`src/rtl/alu_share_arb_pkg.sv`:
```
`default_nettype none
// ============================================================================
// Module  : alu_share_arb_pkg
// Purpose : Shared constants for the ALU sharing arbiter. Holds the default
//           operand/control widths and the ALU control encoding.
// Ports   : none (package)
// Revision: 1.0  initial release
// ============================================================================
package alu_share_arb_pkg;

  localparam int DW_DEF = 32;
  localparam int CW_DEF = 2;

  // ALU control encoding driven on alu_ctr
  localparam logic [1:0] ALU_ADD  = 2'b00;
  localparam logic [1:0] ALU_SUB  = 2'b01;
  localparam logic [1:0] ALU_OR   = 2'b10;
  localparam logic [1:0] ALU_RSVD = 2'b11;

  // Reserved code: the result is forced to zero and flagged as an error
  function automatic logic is_rsvd(input logic [1:0] ctr);
    return (ctr == ALU_RSVD);
  endfunction

endpackage
`default_nettype wire

```
`src/rtl/alu_share_arb_if.sv`:
```
`default_nettype none
// ============================================================================
// Module  : alu_share_arb_if
// Purpose : Bundles the two request ports, the ALU operand/result lines and
//           the response port of the ALU sharing arbiter.
// Ports   : req0_*/req1_*  valid/ready request handshakes with operands
//           alu_*          operands/control to the ALU, result back
//           rsp_*          valid/ready response with data, id and error
// Modports: slave  - arbiter view
//           master - environment view (requesters, ALU, consumer)
// Revision: 1.0  initial release
// ============================================================================
interface alu_share_arb_if #(
  parameter int DW = 32,
  parameter int CW = 2
);

  logic          req0_valid;
  logic          req0_ready;
  logic [DW-1:0] req0_a;
  logic [DW-1:0] req0_b;
  logic [CW-1:0] req0_ctr;

  logic          req1_valid;
  logic          req1_ready;
  logic [DW-1:0] req1_a;
  logic [DW-1:0] req1_b;
  logic [CW-1:0] req1_ctr;

  logic [DW-1:0] alu_busA;
  logic [DW-1:0] alu_busB;
  logic [CW-1:0] alu_ctr;
  logic [DW-1:0] alu_out;

  logic          rsp_valid;
  logic          rsp_ready;
  logic [DW-1:0] rsp_data;
  logic          rsp_id;
  logic          rsp_err;

  modport slave (
    input  req0_valid, req0_a, req0_b, req0_ctr,
    output req0_ready,
    input  req1_valid, req1_a, req1_b, req1_ctr,
    output req1_ready,
    output alu_busA, alu_busB, alu_ctr,
    input  alu_out,
    output rsp_valid, rsp_data, rsp_id, rsp_err,
    input  rsp_ready
  );

  modport master (
    output req0_valid, req0_a, req0_b, req0_ctr,
    input  req0_ready,
    output req1_valid, req1_a, req1_b, req1_ctr,
    input  req1_ready,
    input  alu_busA, alu_busB, alu_ctr,
    output alu_out,
    input  rsp_valid, rsp_data, rsp_id, rsp_err,
    output rsp_ready
  );

endinterface
`default_nettype wire

```
`src/rtl/alu_share_arb_rr_arb2.sv`:
```
`default_nettype none
// ============================================================================
// Module  : rr_arb2
// Purpose : Two-way round-robin grant. A lone valid requester wins; when both
//           are valid the one that did not win last time is granted.
// Ports   : valid0_i, valid1_i  request valids
//           last_grant_i        index of the most recent accepted requester
//           gnt_valid_o         some requester is granted
//           gnt_id_o            index of the granted requester
// Revision: 1.0  initial release
// ============================================================================
module rr_arb2 (
  input  logic valid0_i,
  input  logic valid1_i,
  input  logic last_grant_i,
  output logic gnt_valid_o,
  output logic gnt_id_o
);

  always_comb begin
    gnt_valid_o = valid0_i | valid1_i;
    gnt_id_o    = 1'b0;
    if (valid0_i && valid1_i) begin
      gnt_id_o = ~last_grant_i;
    end else if (valid1_i) begin
      gnt_id_o = 1'b1;
    end
  end

endmodule
`default_nettype wire

```
`src/rtl/alu_share_arb.sv`:
```
`default_nettype none
// ============================================================================
// Module  : alu_share_arb
// Purpose : Shares one combinational ALU between two requesters (0 = main
//           datapath, 1 = address/branch-offset path). Round-robin grant,
//           operands muxed onto the ALU, result captured into a one-entry
//           response register tagged with the requester id.
// Ports   : clk              clock, rising edge
//           rst_n            synchronous active-low reset
//           bus_if (slave)   request/ALU/response signal bundle
//           gnt0_cnt/gnt1_cnt  16-bit saturating accept counters
//                            (only with ALU_SHARE_ARB_STATS_EN defined)
// Options : ALU_SHARE_ARB_STATS_EN enables the per-requester grant counters.
// Revision: 1.0  initial release
// ============================================================================
module alu_share_arb
  import alu_share_arb_pkg::*;
#(
  parameter int DW = DW_DEF,
  parameter int CW = CW_DEF
) (
  input  logic                 clk,
  input  logic                 rst_n,
  alu_share_arb_if.slave       bus_if
`ifdef ALU_SHARE_ARB_STATS_EN
  ,
  output logic [15:0]          gnt0_cnt,
  output logic [15:0]          gnt1_cnt
`endif
);

  // --------------------------------------------------------------------------
  // Response register and arbitration state
  // --------------------------------------------------------------------------
  logic          rsp_valid_q, rsp_valid_d;
  logic [DW-1:0] rsp_data_q,  rsp_data_d;
  logic          rsp_id_q,    rsp_id_d;
  logic          rsp_err_q,   rsp_err_d;
  logic          last_grant_q, last_grant_d;
  // Lock remembers a winner that was granted but stalled by back-pressure,
  // so a late-arriving competitor cannot steal the grant from it.
  logic          lock_q,    lock_d;
  logic          lock_id_q, lock_id_d;

  logic          can_accept;
  logic          lock_hold;
  logic          arb_valid0;
  logic          arb_valid1;
  logic          gnt_valid;
  logic          gnt_id;
  logic          accept;
  logic [DW-1:0] sel_a;
  logic [DW-1:0] sel_b;
  logic [CW-1:0] sel_ctr;
  logic          sel_rsvd;

  // Free, or being drained by the consumer in this same cycle.
  assign can_accept = !rsp_valid_q || bus_if.rsp_ready;

  // The lock only bites while the stalled winner still presents its request.
  assign lock_hold  = lock_q && (lock_id_q ? bus_if.req1_valid : bus_if.req0_valid);
  assign arb_valid0 = bus_if.req0_valid && !(lock_hold && lock_id_q);
  assign arb_valid1 = bus_if.req1_valid && !(lock_hold && !lock_id_q);

  rr_arb2 u_arb (
    .valid0_i     (arb_valid0),
    .valid1_i     (arb_valid1),
    .last_grant_i (last_grant_q),
    .gnt_valid_o  (gnt_valid),
    .gnt_id_o     (gnt_id)
  );

  // No handshake may complete while reset is asserted.
  assign accept = gnt_valid && can_accept && rst_n;

  assign bus_if.req0_ready = accept && !gnt_id;
  assign bus_if.req1_ready = accept &&  gnt_id;

  // --------------------------------------------------------------------------
  // ALU operand mux: granted requester's fields, or 0 + 0 when idle
  // --------------------------------------------------------------------------
  always_comb begin
    sel_a   = '0;
    sel_b   = '0;
    sel_ctr = ALU_ADD;
    if (gnt_valid) begin
      if (gnt_id) begin
        sel_a   = bus_if.req1_a;
        sel_b   = bus_if.req1_b;
        sel_ctr = bus_if.req1_ctr;
      end else begin
        sel_a   = bus_if.req0_a;
        sel_b   = bus_if.req0_b;
        sel_ctr = bus_if.req0_ctr;
      end
    end
  end

  assign sel_rsvd        = is_rsvd(sel_ctr);
  assign bus_if.alu_busA = sel_a;
  assign bus_if.alu_busB = sel_b;
  assign bus_if.alu_ctr  = sel_ctr;

  // --------------------------------------------------------------------------
  // Next-state logic
  // --------------------------------------------------------------------------
  always_comb begin
    rsp_valid_d  = rsp_valid_q;
    rsp_data_d   = rsp_data_q;
    rsp_id_d     = rsp_id_q;
    rsp_err_d    = rsp_err_q;
    last_grant_d = last_grant_q;
    lock_d       = 1'b0;
    lock_id_d    = lock_id_q;
    if (accept) begin
      // Covers the drain-and-refill case: the register is overwritten.
      rsp_valid_d  = 1'b1;
      rsp_data_d   = sel_rsvd ? '0 : bus_if.alu_out;
      rsp_id_d     = gnt_id;
      rsp_err_d    = sel_rsvd;
      last_grant_d = gnt_id;
    end else begin
      if (rsp_valid_q && bus_if.rsp_ready) begin
        rsp_valid_d = 1'b0;
      end
      if (gnt_valid && !can_accept) begin
        lock_d    = 1'b1;
        lock_id_d = gnt_id;
      end
    end
  end

  always_ff @(posedge clk) begin
    if (!rst_n) begin
      rsp_valid_q  <= 1'b0;
      rsp_data_q   <= '0;
      rsp_id_q     <= 1'b0;
      rsp_err_q    <= 1'b0;
      // Pretend requester 1 won last, so requester 0 wins the first contention.
      last_grant_q <= 1'b1;
      lock_q       <= 1'b0;
      lock_id_q    <= 1'b0;
    end else begin
      rsp_valid_q  <= rsp_valid_d;
      rsp_data_q   <= rsp_data_d;
      rsp_id_q     <= rsp_id_d;
      rsp_err_q    <= rsp_err_d;
      last_grant_q <= last_grant_d;
      lock_q       <= lock_d;
      lock_id_q    <= lock_id_d;
    end
  end

  assign bus_if.rsp_valid = rsp_valid_q;
  assign bus_if.rsp_data  = rsp_data_q;
  assign bus_if.rsp_id    = rsp_id_q;
  assign bus_if.rsp_err   = rsp_err_q;

`ifdef ALU_SHARE_ARB_STATS_EN
  // --------------------------------------------------------------------------
  // Saturating per-requester accept counters
  // --------------------------------------------------------------------------
  logic [15:0] gnt0_cnt_q;
  logic [15:0] gnt1_cnt_q;

  always_ff @(posedge clk) begin
    if (!rst_n) begin
      gnt0_cnt_q <= '0;
      gnt1_cnt_q <= '0;
    end else begin
      if (accept && !gnt_id && (gnt0_cnt_q != 16'hFFFF)) begin
        gnt0_cnt_q <= gnt0_cnt_q + 16'd1;
      end
      if (accept && gnt_id && (gnt1_cnt_q != 16'hFFFF)) begin
        gnt1_cnt_q <= gnt1_cnt_q + 16'd1;
      end
    end
  end

  assign gnt0_cnt = gnt0_cnt_q;
  assign gnt1_cnt = gnt1_cnt_q;
`endif

endmodule
`default_nettype wire

```
`src/flat_wrapper.sv`:
```
// flat-port wrapper written by rule: the top's interface ports become plain ports
module alu_share_arb_flat import alu_share_arb_pkg::*;
#(
  parameter int DW = DW_DEF,
  parameter int CW = CW_DEF
)
  (clk, rst_n, bus_if_req0_valid, bus_if_req0_a, bus_if_req0_b, bus_if_req0_ctr, bus_if_req0_ready, bus_if_req1_valid, bus_if_req1_a, bus_if_req1_b, bus_if_req1_ctr, bus_if_req1_ready, bus_if_alu_busA, bus_if_alu_busB, bus_if_alu_ctr, bus_if_alu_out, bus_if_rsp_valid, bus_if_rsp_data, bus_if_rsp_id, bus_if_rsp_err, bus_if_rsp_ready);
  alu_share_arb_if #(.DW(DW), .CW(CW)) bus_if_i ();
  input  logic clk;
  input  logic rst_n;
  input wire logic [$bits(bus_if_i.req0_valid)-1:0] bus_if_req0_valid;
  input wire logic [$bits(bus_if_i.req0_a)-1:0] bus_if_req0_a;
  input wire logic [$bits(bus_if_i.req0_b)-1:0] bus_if_req0_b;
  input wire logic [$bits(bus_if_i.req0_ctr)-1:0] bus_if_req0_ctr;
  output wire logic [$bits(bus_if_i.req0_ready)-1:0] bus_if_req0_ready;
  input wire logic [$bits(bus_if_i.req1_valid)-1:0] bus_if_req1_valid;
  input wire logic [$bits(bus_if_i.req1_a)-1:0] bus_if_req1_a;
  input wire logic [$bits(bus_if_i.req1_b)-1:0] bus_if_req1_b;
  input wire logic [$bits(bus_if_i.req1_ctr)-1:0] bus_if_req1_ctr;
  output wire logic [$bits(bus_if_i.req1_ready)-1:0] bus_if_req1_ready;
  output wire logic [$bits(bus_if_i.alu_busA)-1:0] bus_if_alu_busA;
  output wire logic [$bits(bus_if_i.alu_busB)-1:0] bus_if_alu_busB;
  output wire logic [$bits(bus_if_i.alu_ctr)-1:0] bus_if_alu_ctr;
  input wire logic [$bits(bus_if_i.alu_out)-1:0] bus_if_alu_out;
  output wire logic [$bits(bus_if_i.rsp_valid)-1:0] bus_if_rsp_valid;
  output wire logic [$bits(bus_if_i.rsp_data)-1:0] bus_if_rsp_data;
  output wire logic [$bits(bus_if_i.rsp_id)-1:0] bus_if_rsp_id;
  output wire logic [$bits(bus_if_i.rsp_err)-1:0] bus_if_rsp_err;
  input wire logic [$bits(bus_if_i.rsp_ready)-1:0] bus_if_rsp_ready;
  assign bus_if_i.req0_valid = bus_if_req0_valid;
  assign bus_if_i.req0_a = bus_if_req0_a;
  assign bus_if_i.req0_b = bus_if_req0_b;
  assign bus_if_i.req0_ctr = bus_if_req0_ctr;
  assign bus_if_req0_ready = bus_if_i.req0_ready;
  assign bus_if_i.req1_valid = bus_if_req1_valid;
  assign bus_if_i.req1_a = bus_if_req1_a;
  assign bus_if_i.req1_b = bus_if_req1_b;
  assign bus_if_i.req1_ctr = bus_if_req1_ctr;
  assign bus_if_req1_ready = bus_if_i.req1_ready;
  assign bus_if_alu_busA = bus_if_i.alu_busA;
  assign bus_if_alu_busB = bus_if_i.alu_busB;
  assign bus_if_alu_ctr = bus_if_i.alu_ctr;
  assign bus_if_i.alu_out = bus_if_alu_out;
  assign bus_if_rsp_valid = bus_if_i.rsp_valid;
  assign bus_if_rsp_data = bus_if_i.rsp_data;
  assign bus_if_rsp_id = bus_if_i.rsp_id;
  assign bus_if_rsp_err = bus_if_i.rsp_err;
  assign bus_if_i.rsp_ready = bus_if_rsp_ready;
  alu_share_arb #(.DW(DW), .CW(CW)) u_core (.clk(clk), .rst_n(rst_n), .bus_if(bus_if_i));
endmodule
```
`config.mk`:
```
export PLATFORM = sky130hd
export DESIGN_NAME = alu_share_arb_flat
export DESIGN_NICKNAME = d
export VERILOG_FILES = /design/src/rtl/alu_share_arb_pkg.sv /design/src/rtl/alu_share_arb_if.sv /design/src/rtl/alu_share_arb_rr_arb2.sv /design/src/rtl/alu_share_arb.sv /design/src/flat_wrapper.sv
export SDC_FILE = /design/constraint.sdc
export NUM_CORES = 1
export LEC_CHECK = 0
export ABC_AREA = 1
export CAP_MARGIN = 20
export CORE_AREA = 2 2 106 108
export DETAILED_ROUTE_END_ITERATION = 8
export DIE_AREA = 0 0 108 110
export PLACE_DENSITY = 0.85
export SYNTH_ARGS = -nofsm -noshare
export SYNTH_HDL_FRONTEND = slang
export SYNTH_HIERARCHICAL = 1
export SYNTH_SLANG_ARGS = --single-unit
```
`constraint.sdc`:
```
create_clock -name clk -period 1.65 [get_ports clk]
set_input_delay 0.165 -clock clk [delete_from_list [all_inputs] [get_ports clk]]
set_output_delay 0.165 -clock clk [all_outputs]
set_load 0.02 [all_outputs]
```
# == Word-level counts from Yosys, hierarchy flattened ==
# Cells that the tools add are included.
# W data, S select, Z words.
# totals
output_inout_bits,103
input_bits,169
register_bits,38
# classes
eq_ne,1
mux,13
reduce_logical,22
bitwise,4
# ops
operator,n
$mux W32,5
$logic_and A1 B1 Y1,12
$logic_not A1 Y1,6
$mux W1,6
$mux W2,2
$not A1 Y1,3
$eq A2 B2 Y1 const B,1
$reduce_and A2 Y1,1
$reduce_bool A2 Y1,1
$reduce_or A2 Y1,1
$logic_or A1 B1 Y1,1
$or A1 B1 Y1,1

# == Depth between registers and ports, before layout ==
# logic_depth
depth_word,11
depth_mapped,12

# == Hierarchy ==
# The synthesis kept the hierarchy.
# by_module_without_submodules
module,cells_each,seq_area_each_um2,n_inst,area_each_um2
alu_share_arb,414,760.7,1,2566.2
rr_arb2,3,0.0,1,15.0

# == Least setup slack after synthesis ==
# OpenSTA, ideal clock, no wires.
# synth_timing
kind,register -> output
from,register u_core.lock_id_q
to,output port bus_if_alu_busB[11]
arrival_ns,1.605
required_time_ns,1.485
path_buffers,2
stages_incl_launch_ff,9
slack_ns,-0.120
cell_sequence,dfxtp_1 -> inv_1 -> a31oi_1 -> inv_1 -> a21oi_1 -> buf_6 -> clkbuf_1 -> o21ai_0 -> nor2_1
# synth_via
elab_chain_len,9
word_cells_on_any_way,15
cone_classes,5 x mux; 1 x bitwise; 9 x reduce/logical
# synth_lines
element,line,text
start: declaration,alu_share_arb.sv:43,"logic lock_id_q, lock_id_d;"
start signal: assignment,alu_share_arb.sv:150,lock_id_q <= lock_id_d;
$mux W1,alu_share_arb.sv:61,assign lock_hold = lock_q && (lock_id_q ? bus_if.req1_valid : bus_if.req0_valid);
$logic_and A1 B1 Y1,alu_share_arb.sv:61,
$logic_and A1 B1 Y1 *,alu_share_arb.sv:63,assign arb_valid1 = bus_if.req1_valid && !(lock_hold && !lock_id_q);
$logic_not A1 Y1 *,alu_share_arb.sv:63,
$logic_and A1 B1 Y1 *,alu_share_arb.sv:63,
net u_core.arb_valid1,alu_share_arb.sv:48,logic arb_valid1;
$mux W1 or $logic_and A1 B1 Y1 (tied branches),"alu_share_arb_rr_arb2.sv:25, alu_share_arb_rr_arb2.sv:23",
$mux W1 *,alu_share_arb_rr_arb2.sv:23,if (valid0_i && valid1_i) begin
net u_core.gnt_id,alu_share_arb.sv:50,logic gnt_id;
$mux W32 *,alu_share_arb.sv:87,if (gnt_id) begin
$mux W32 *,alu_share_arb.sv:86,if (gnt_valid) begin
end: declaration,flat_wrapper.sv:22,output wire logic [$bits(bus_if_i.alu_busB)-1:0] bus_if_alu_busB;
# Mark *: on every way through the listed nets, which the timed path passes. The rest lies on a longest branch.

# == Final worst setup path ==
# layout_timing
from,register u_core.lock_id_q
to,output port bus_if_alu_busA[20]
# layout_via
elab_chain_len,9
word_cells_on_any_way,15
cone_classes,5 x mux; 1 x bitwise; 9 x reduce/logical
# layout_lines
element,line,text
$mux W1,alu_share_arb.sv:61,
$logic_and A1 B1 Y1,alu_share_arb.sv:61,
$logic_and A1 B1 Y1 *,alu_share_arb.sv:63,
$logic_not A1 Y1 *,alu_share_arb.sv:63,
$logic_and A1 B1 Y1 *,alu_share_arb.sv:63,
net u_core.arb_valid1,alu_share_arb.sv:48,
$mux W1 or $logic_and A1 B1 Y1 (tied branches),"alu_share_arb_rr_arb2.sv:25, alu_share_arb_rr_arb2.sv:23",
$mux W1 *,alu_share_arb_rr_arb2.sv:23,
net u_core.gnt_id,alu_share_arb.sv:50,
$mux W32 *,alu_share_arb.sv:87,
$mux W32 *,alu_share_arb.sv:86,
end: declaration,flat_wrapper.sv:21,output wire logic [$bits(bus_if_i.alu_busA)-1:0] bus_if_alu_busA;
# Marks and branches as above.

==> flow_summary.ini <==
[clock_network]
cts-buffers-inserted = 5
cts_tree = done
cts.clk_slew.worst_paths_ps = 80
root_buffer_selected_by_cts = sky130_fd_sc_hd__clkbuf_8
clock_sinks = 38
source_to_sink_clock_delay_at_the_later_pin_of_the_worst_skew_pair_ps = 280
ctsLongestPathBuffers = 2
ctsHtreeMaxLevel = 2
postCtsHoldBufs = 0

[synth]
syn-mean-instance-area_um2 = 6.19
synth-edff-count = 0
synth-main-ff-cell = sky130_fd_sc_hd__dfxtp_1
yosysWarningCount = 6
synth_top_cells_by_count = sky130_fd_sc_hd__nor2_1 (136), sky130_fd_sc_hd__o21ai_0 (68), sky130_fd_sc_hd__nand2_1 (63)
async_flop_share_pct = 0
synth_sequential_area_ratio_pct = 29.5
synth_top_cell_by_area = sky130_fd_sc_hd__dfxtp_1
ys_ff_latch = 38
syn_area_mm2 = 0.00258
synth_cell_types = 23
synth_area_leaders = sky130_fd_sc_hd__dfxtp_1 (29%), sky130_fd_sc_hd__nor2_1 (20%), sky130_fd_sc_hd__o21ai_0 (13%)
postSynthNetCount = 586
most_instantiated_library_cell_after_synthesis = sky130_fd_sc_hd__nor2_1
synth_largest_type_area_fraction_pct = 29.5
syn-instance-count = 417

[sta]
setup_total_negative_slack_ps = -31570
worst_slack_ps = -400
fmax_mhz = 488
worst_slew_pin_slew_ps = 410
period_share_pct = 124
final_period_minus_worst_setup_slack_ps = 2050
slew_headroom_pct = 72.7
fin_worst_skew_ps = 5.08
timing_hold_violations_final = 0
timing.final.setup_violations = 102
maxSlewViolCount = 0
rsz0062_at_grt = true

[finish]
nets = 882
flow.area_growth_from_synthesis_pct = 151
final-instance-count-excl-fill = 854
layout_cells_sized_above_1_pct = 41.3
finalInstanceArea_mm2 = 0.00647
insertedDiodeCount = 0
post-route-util_pct = 60.5
layout.filler_cells = 922

[route]
detail-route-antenna-nets = 0
avgViaCountPerCell = 4.52
detail_route.iter0.violations = 138
wirelength_mm = 13.2
firstDrtPassIters = 4
drc_violations_left = 0
via_count = 3863
post_drt_wl_per_cell_um = 15.5

[power_and_ir_drop]
p_leak_uw = 0.00273
vdd_ir_drop_max_mv = 0.433
cellPowerDensity_mw_per_mm2 = 615
p_total_uw = 3980

[worst_setup_path]
critPathArrivalTime_ps = 1880
critical_path.max_fanout = 11
crit_path_end_kind = output port
critical_path.startpoint_type = flop
timing.reg2reg.worst_path_depth = 14
crit_type = reg -> out
data_required_time_of_the_worst_path_ps = 1480

[global_routing]
grt.overflow.total = 0
globalRouteTotalUtil_pct = 18.8
grt_max_degree = 62
grt_antenna_before_repair = 0
grt_pass1_vias = 3578
grt_pass1_wl_mm = 17.8

[run_status]
violations = setup timing
run_status = finished with violations

[floorplan]
core_region_area_mm2 = 0.0107
fp.dieArea_mm2 = 0.0119
chipHeight_um = 110
rows = 38
die_width_um = 108
io-pin-count = 272
initial_utilization_pct = 24.1

[min_path]
hold-path-cell-count = 3
holdCritPathClass = in -> reg

[placement]
place.port_buffers = 271
dp_cells = 833
detailed_place.area_mm2 = 0.00578
gp_routability_congestion = 0.846
detailedPlacementHpwl_mm = 9.48

[run]
timing.max_cap.violations = 0
[logic make-up after synthesis]
| family | Yosys count | share of synthesized area, % |
|---|---|---|
| AND/OR/NAND/NOR | 251 | 45.2 |
| AO/OA/AOI/OAI | 74 | 14.4 |
| buffers and inverters | 54 | 10.9 |
| flip-flops | 38 | 29.5 |
[worst max-delay path, cell delays in order, from the launching register on]
cell and delay (ps):
sky130_fd_sc_hd__dfxtp_2 350, sky130_fd_sc_hd__inv_2 50, sky130_fd_sc_hd__a31oi_4 170, sky130_fd_sc_hd__inv_2 60, sky130_fd_sc_hd__a21oi_4 200, sky130_fd_sc_hd__buf_12 190, sky130_fd_sc_hd__inv_16 60, sky130_fd_sc_hd__buf_6 150
sky130_fd_sc_hd__nor2_2 140, sky130_fd_sc_hd__nor2_2 60, sky130_fd_sc_hd__buf_4 160
[flip-flops by register name, summed over array words and instances, names as in the netlist]
name,cells
u_core/last_grant_q,1
u_core/bus_if.rsp_valid,1
u_core/lock_q,1
u_core/bus_if.rsp_data,32
u_core/bus_if.rsp_err,1
u_core/bus_if.rsp_id,1
u_core/lock_id_q,1
[cell usage in the layout (no fill, tap or decap), drive strengths merged, types with 2 or more instances in the layout]
| master | n |
|---|---|
| clkbuf | 12 |
| nor2 | 137 |
| clkinv | 2 |
| o21ai | 68 |
| buf | 109 |
| inv | 24 |
| nand3 | 36 |
| nand4 | 6 |
| clkdlybuf4s50 | 202 |
| dfxtp | 38 |
| nand2 | 71 |
| a21oi | 5 |
[timing repair]
item | 4_1_cts | 5_1_grt
gates cloned | 0 | 9
gates resized for setup | 290 | 223
pin swaps | 0 | 19
buffers inserted | 0 | 5
setup endpoints to repair | 103 | 103
[path summary, 6_finish.rpt]
path                              from  slack, ps                    endpoint
max reg2reg           u_core/lock_id_q       -330  u_core/bus_if.rsp_data[20]
min                  bus_if_alu_out[0]        430   u_core/bus_if.rsp_data[0]
max                   u_core/lock_id_q       -400         bus_if_alu_busA[20]
min reg2reg  u_core/bus_if.rsp_data[2]        450   u_core/bus_if.rsp_data[2]
[through the flow]
| stage | setup WS [ps] | hold WS (ps) |
|---|---|---|
| after detailed placement | -839 | 438 |
| after global placement | -771 | 436 |
| after floorplan | -22.3 | 286 |
| after global routing | -496 | 427 |
| after CTS | -468 | 425 |
| final | -400 | 431 |
[cell type report]
| class | count | area, um^2 | share of cell area [%] |
|---|---|---|---|
| repair buffers | 319 | 3280 | 50.6 |
| clock buffers | 5 | 68.8 | 1.06 |
| well taps | 140 | 175 | 2.71 |
| inverters | 24 | 111 | 1.72 |
| clock inverters | 3 | 40.0 | 0.618 |
| multi-input cells | 325 | 2040 | 31.5 |
| flip-flops and latches | 38 | 763 | 11.8 |
[metal layers]
| layer | wire length (um) | up-vias | global-route usage, % |
|---|---|---|---|
| met3 | 1090 | 27 | 5.94 |
| met4 | 331 | 0 | 5.22 |
| met2 | 6660 | 160 | 33.3 |
| met1 | 5170 | 1754 | 21.9 |
| li1 | - | 1922 | - |
| met5 | 0 | - | 0 |
[power by group]
| group | total, uW | switching, uW | internal [uW] | leakage, uW |
|---|---|---|---|---|
| combinational | 2170 | 1050 | 1120 | 0.00236 |
| sequential | 1030 | 39.7 | 992 | 0.000315 |
| clock | 786 | 340 | 445 | 0.0000579 |
Note: power is estimated with default switching activity, not from simulation.
